==> config.mk <==
export PLATFORM = sky130hd
export DESIGN_NAME = sume_tx
export DESIGN_NICKNAME = d
export VERILOG_FILES = /design/src/rtl/sume_tx.sv
export SDC_FILE = /design/constraint.sdc
export NUM_CORES = 1
export LEC_CHECK = 0
export ABC_AREA = 1
export CORE_MARGIN = 2
export CORE_UTILIZATION = 45
export DETAILED_ROUTE_END_ITERATION = 10
export PLACE_DENSITY_LB_ADDON = 0.25
export RECOVER_POWER = 25
export SLEW_MARGIN = 20
export SYNTH_ARGS = -nofsm -noshare
export SYNTH_HDL_FRONTEND = slang
export SYNTH_SLANG_ARGS = --single-unit
==> constraint.sdc <==
create_clock -name clk -period 2.7 [get_ports clk]
set_input_delay 0.81 -clock clk [delete_from_list [all_inputs] [get_ports clk]]
set_output_delay 0.81 -clock clk [all_outputs]
set_load 0.02 [all_outputs]
==> src/rtl/sume_tx.sv <==
// Nibble-serial operand transmitter: sends two 12-bit words MSB-nibble-first,
// with optional idle gaps between nibbles and an optional zero trailer nibble.
module sume_tx #(
  parameter int GAP   = 0,
  parameter int TRAIL = 1
) (
  input  logic        clk,
  input  logic        n_reset,
  input  logic        start,
  input  logic [11:0] w1_in,
  input  logic [11:0] w2_in,
  output logic [3:0]  sample,
  output logic        sample_valid,
  output logic [2:0]  nib_idx,
  output logic        busy,
  output logic        done
);

  typedef enum logic [1:0] {S_IDLE, S_SEND, S_GAP} state_t;

  // Keep the gap counter at least one bit wide so GAP=0 still elaborates.
  localparam int             CW       = (GAP > 0) ? $clog2(GAP + 1) : 1;
  localparam logic [CW-1:0]  GAP_LOAD = CW'(GAP);
  localparam logic [2:0]     LAST_IDX = (TRAIL != 0) ? 3'd6 : 3'd5;

  state_t        state_q;
  logic [23:0]   shift_q;
  logic [2:0]    idx_q;
  logic [CW-1:0] gap_cnt_q;

  // shift_q holds the nibbles not yet shown; zeros shift in behind them,
  // so the trailer nibble falls out as 0 with no special case.
  always_ff @(posedge clk or negedge n_reset) begin
    if (!n_reset) begin
      state_q      <= S_IDLE;
      shift_q      <= '0;
      idx_q        <= '0;
      gap_cnt_q    <= '0;
      sample       <= '0;
      sample_valid <= 1'b0;
      nib_idx      <= '0;
      busy         <= 1'b0;
      done         <= 1'b0;
    end else begin
      done <= 1'b0;
      case (state_q)
        S_IDLE: begin
          if (start) begin
            shift_q      <= {w1_in[7:0], w2_in, 4'h0};
            idx_q        <= '0;
            sample       <= w1_in[11:8];
            sample_valid <= 1'b1;
            nib_idx      <= '0;
            busy         <= 1'b1;
            state_q      <= S_SEND;
          end
        end
        S_SEND: begin
          if (idx_q == LAST_IDX) begin
            sample       <= '0;
            sample_valid <= 1'b0;
            nib_idx      <= '0;
            busy         <= 1'b0;
            done         <= 1'b1;
            state_q      <= S_IDLE;
          end else if (GAP > 0) begin
            gap_cnt_q    <= GAP_LOAD;
            sample       <= '0;
            sample_valid <= 1'b0;
            nib_idx      <= '0;
            state_q      <= S_GAP;
          end else begin
            sample       <= shift_q[23:20];
            shift_q      <= {shift_q[19:0], 4'h0};
            idx_q        <= idx_q + 3'd1;
            nib_idx      <= idx_q + 3'd1;
            sample_valid <= 1'b1;
          end
        end
        S_GAP: begin
          if (gap_cnt_q == CW'(1)) begin
            sample       <= shift_q[23:20];
            shift_q      <= {shift_q[19:0], 4'h0};
            idx_q        <= idx_q + 3'd1;
            nib_idx      <= idx_q + 3'd1;
            sample_valid <= 1'b1;
            state_q      <= S_SEND;
          end else begin
            gap_cnt_q <= gap_cnt_q - CW'(1);
          end
        end
        default: state_q <= S_IDLE;
      endcase
    end
  end

endmodule

==> results.yml <==
sta:
  timing.slew.headroom_pct: 46.9
  finalCriticalPeriod_ns: 2.12
  final-setup-viol-count: 0
  rsz0062_at_grt: "false"
  tightest_slew_ns: 0.796
  fin_setup_tns_ns: 0
  period_share_pct: 78.5
  finalHoldViolCount: 0
  fmax_ghz: 0.472
  fin_ws_ns: 0.581
  slew_violations: 0
  fin_worst_skew_ns: 0.00882
hold_path:
  hp-class: "register to register"
  holdPathStages: 2
clocking:
  clock_sinks: 33
  cts_resized: 0
  ctsHoldBuffers: 0
  path_clk_slew_ns: 0.10
  clk_latency_ns: 0.33
  clockRootBuffer: "clkbuf_4"
  cts_tree: "done"
  cts_setup_buffers: 0
  cts_buffers: 5
  h-tree-depth: 2
  cts_buffer_depth: 2
power:
  leakage_nw: 1.06
  power_density_mw_per_mm2: 1030
  ir_drop_mv: 0.454
global_routing:
  grt_pass1_vias: 1266
  use_met2_pct: 29.2
  antenna_found_initial: 0
  grt_max_degree: 34
  use_met1_pct: 23.3
  grt-busiest-layer: "met2"
  grt.overflow.total: 0
  grtUsageMet3_pct: 5.59
  grt_pass1_wl_um: 5620
  grt_util_all_layers_pct: 18.3
synthesis:
  syn_nets: 228
  synthesis.area_mm2: 0.00154
  ys_warn_count: 0
  syn_area_per_cell_um2: 7.76
  ys_seq_area_share_pct: 53.5
  ys_ff_latch: 33
  synth_cell_types: 13
  syn_inst: 199
critical_path:
  path_cells: "clkdlybuf4s50_1"
  cp-start-kind: "register"
  critical-path-max-stage-delay_ns: 0.61
  crit_type: "register to output pin"
  worst_r2r_path_depth: 6
  worstPathRequired_ns: 1.89
  endpoint_kind: "output pin"
  crit_buf_inv: 1
  worst_ep_arrival_time_ns: 1.31
  crit_fanout: 2
  path_depth: 1
  crit_family: "buffers and inverters"
  slowest_stage: "clkdlybuf4s50_1"
die:
  die_h_um: 62.6
  die-width_um: 62.6
  start_util_pct: 46.6
  row_count: 21
  io_pins: 37
  core-area_mm2: 0.00331
  dieArea_mm2: 0.00392
detailed_routing:
  route.antenna.remaining_nets: 0
  via_per_inst: 4.78
  wirelength_um: 3330
  firstDrtPassIters: 4
  drtIter0Drc: 87
  num_vias: 1348
  wire_per_inst_um: 11.8
  post-route-drc-count: 0
layout:
  layout-area-overhead-vs-synth_pct: 28.2
  antenna_cells: 0
  drive_above_1_share_pct: 4.66
  nNetsFinal: 265
placement:
  io_buffers: 36
  place.gp.congestion: 0.775
  place_hpwl_um: 2270
  dp_slack_ns: 0.634
job:
  maxCapViolCount: 0
outcome:
  status: "finished, final reports clean"
## synthesized netlist by cell type
| cell type | count | area share, % |
|---|---|---|
| nor2_1 | 4 | 0.97 |
| ha_1 | 2 | 1.6 |
| inv_1 | 5 | 1.2 |
| buf_4 | 2 | 0.97 |
| buf_2 | 4 | 1.3 |
| nand2_1 | 111 | 27 |
| clkbuf_1 | 1 | 0.24 |
| nand2_2 | 1 | 0.41 |
| nand3_1 | 32 | 10 |
| dfrtp_1 | 33 | 53 |
| inv_2 | 1 | 0.24 |
| nand2_4 | 2 | 1.5 |
| buf_6 | 1 | 0.73 |
## cell usage in the layout, fill, tap and decap left out
cell             synthesis  final
buf_4                    2      1
clkbuf_1                 1      1
clkbuf_2                 0      1
clkbuf_4                 0      5
clkbuf_8                 0      1
clkdlybuf4s50_1          0     35
dfrtp_1                 33     33
dlygate4sd3_1            0      1
ha_1                     2      2
inv_1                    5      6
nand2_1                111    111
nand2_2                  1      1
nand2_4                  2      2
nand3_1                 32     32
nor2_1                   4      4
## flip-flops by register name, indices dropped and copies added, names as in the netlist
signal        cells
done              1
sample_valid      1
sample            4
idx_q             3
busy              1
nib_idx           3
shift_q          20
## power by group
group	total [W]	switching, W	internal [W]	leakage (nW)
Combinational	0.000955	0.000596	0.000359	0.612
Clock	0.000283	0.000160	0.000123	0.0314
Sequential	0.000807	0.000108	0.000698	0.419
## worst paths after layout
path | startpoint | endpoint | slack [ns]
setup / recovery | sample[2] | sample[2] | 0.58
hold / removal | nib_idx[1] | nib_idx[1] | 0.49
setup reg to reg | busy | shift_q[4] | 0.80
hold reg to reg | nib_idx[1] | nib_idx[1] | 0.49
max in group asynchronous | n_reset | shift_q[10] | 1.11
min in group asynchronous | n_reset | sample[3] | 1.08
## through the flow
| stage | power [W] | hold WS (ns) | area (um^2) | utilization, % | std cells |
|---|---|---|---|---|---|
| 4_1_cts | 0.00207 | 0.494 | 1980 | 59.9 | 282 |
| 3_3_place_gp | 0.00175 | 0.463 | 1930 | 58.2 | 275 |
| 5_1_grt | 0.00223 | 0.532 | 1980 | 59.8 | 282 |
| 6_report | 0.00204 | 0.488 | 1980 | 59.8 | 282 |
| 2_1_floorplan | 0.00150 | 0.469 | 1540 | - | 199 |
| 3_5_place_dp | 0.00179 | 0.471 | 1930 | 58.2 | 275 |
## cell type report
class	instances	area, um^2
Fill cell	337	1330
Tap cell	46	57.6
Multi-Input combinational cell	152	646
Sequential cell	33	826
Timing Repair Buffer	38	373
Clock buffer	7	55.1
Inverter	6	22.5
## logic make-up (layout without fill, tap and decap cells)
| group | count (synthesis) | in the layout | share of synthesized area (%) |
|---|---|---|---|
| adders and majority gates | 2 | 2 | 1.62 |
| buffers and inverters | 14 | 51 | 4.70 |
| DFF | 33 | 33 | 53.5 |
| and+or+nand+nor | 150 | 150 | 40.2 |
## layer usage
layer  part of all wire (%)  up-vias  routed length, um
met1                     45      610               1500
met2                     47       38               1560
met4                    2.4        0                 80
met3                    5.6        9                188
met5                      0        -                  0
li1                       -      691                  -
(Power assumes the default switching activity.)
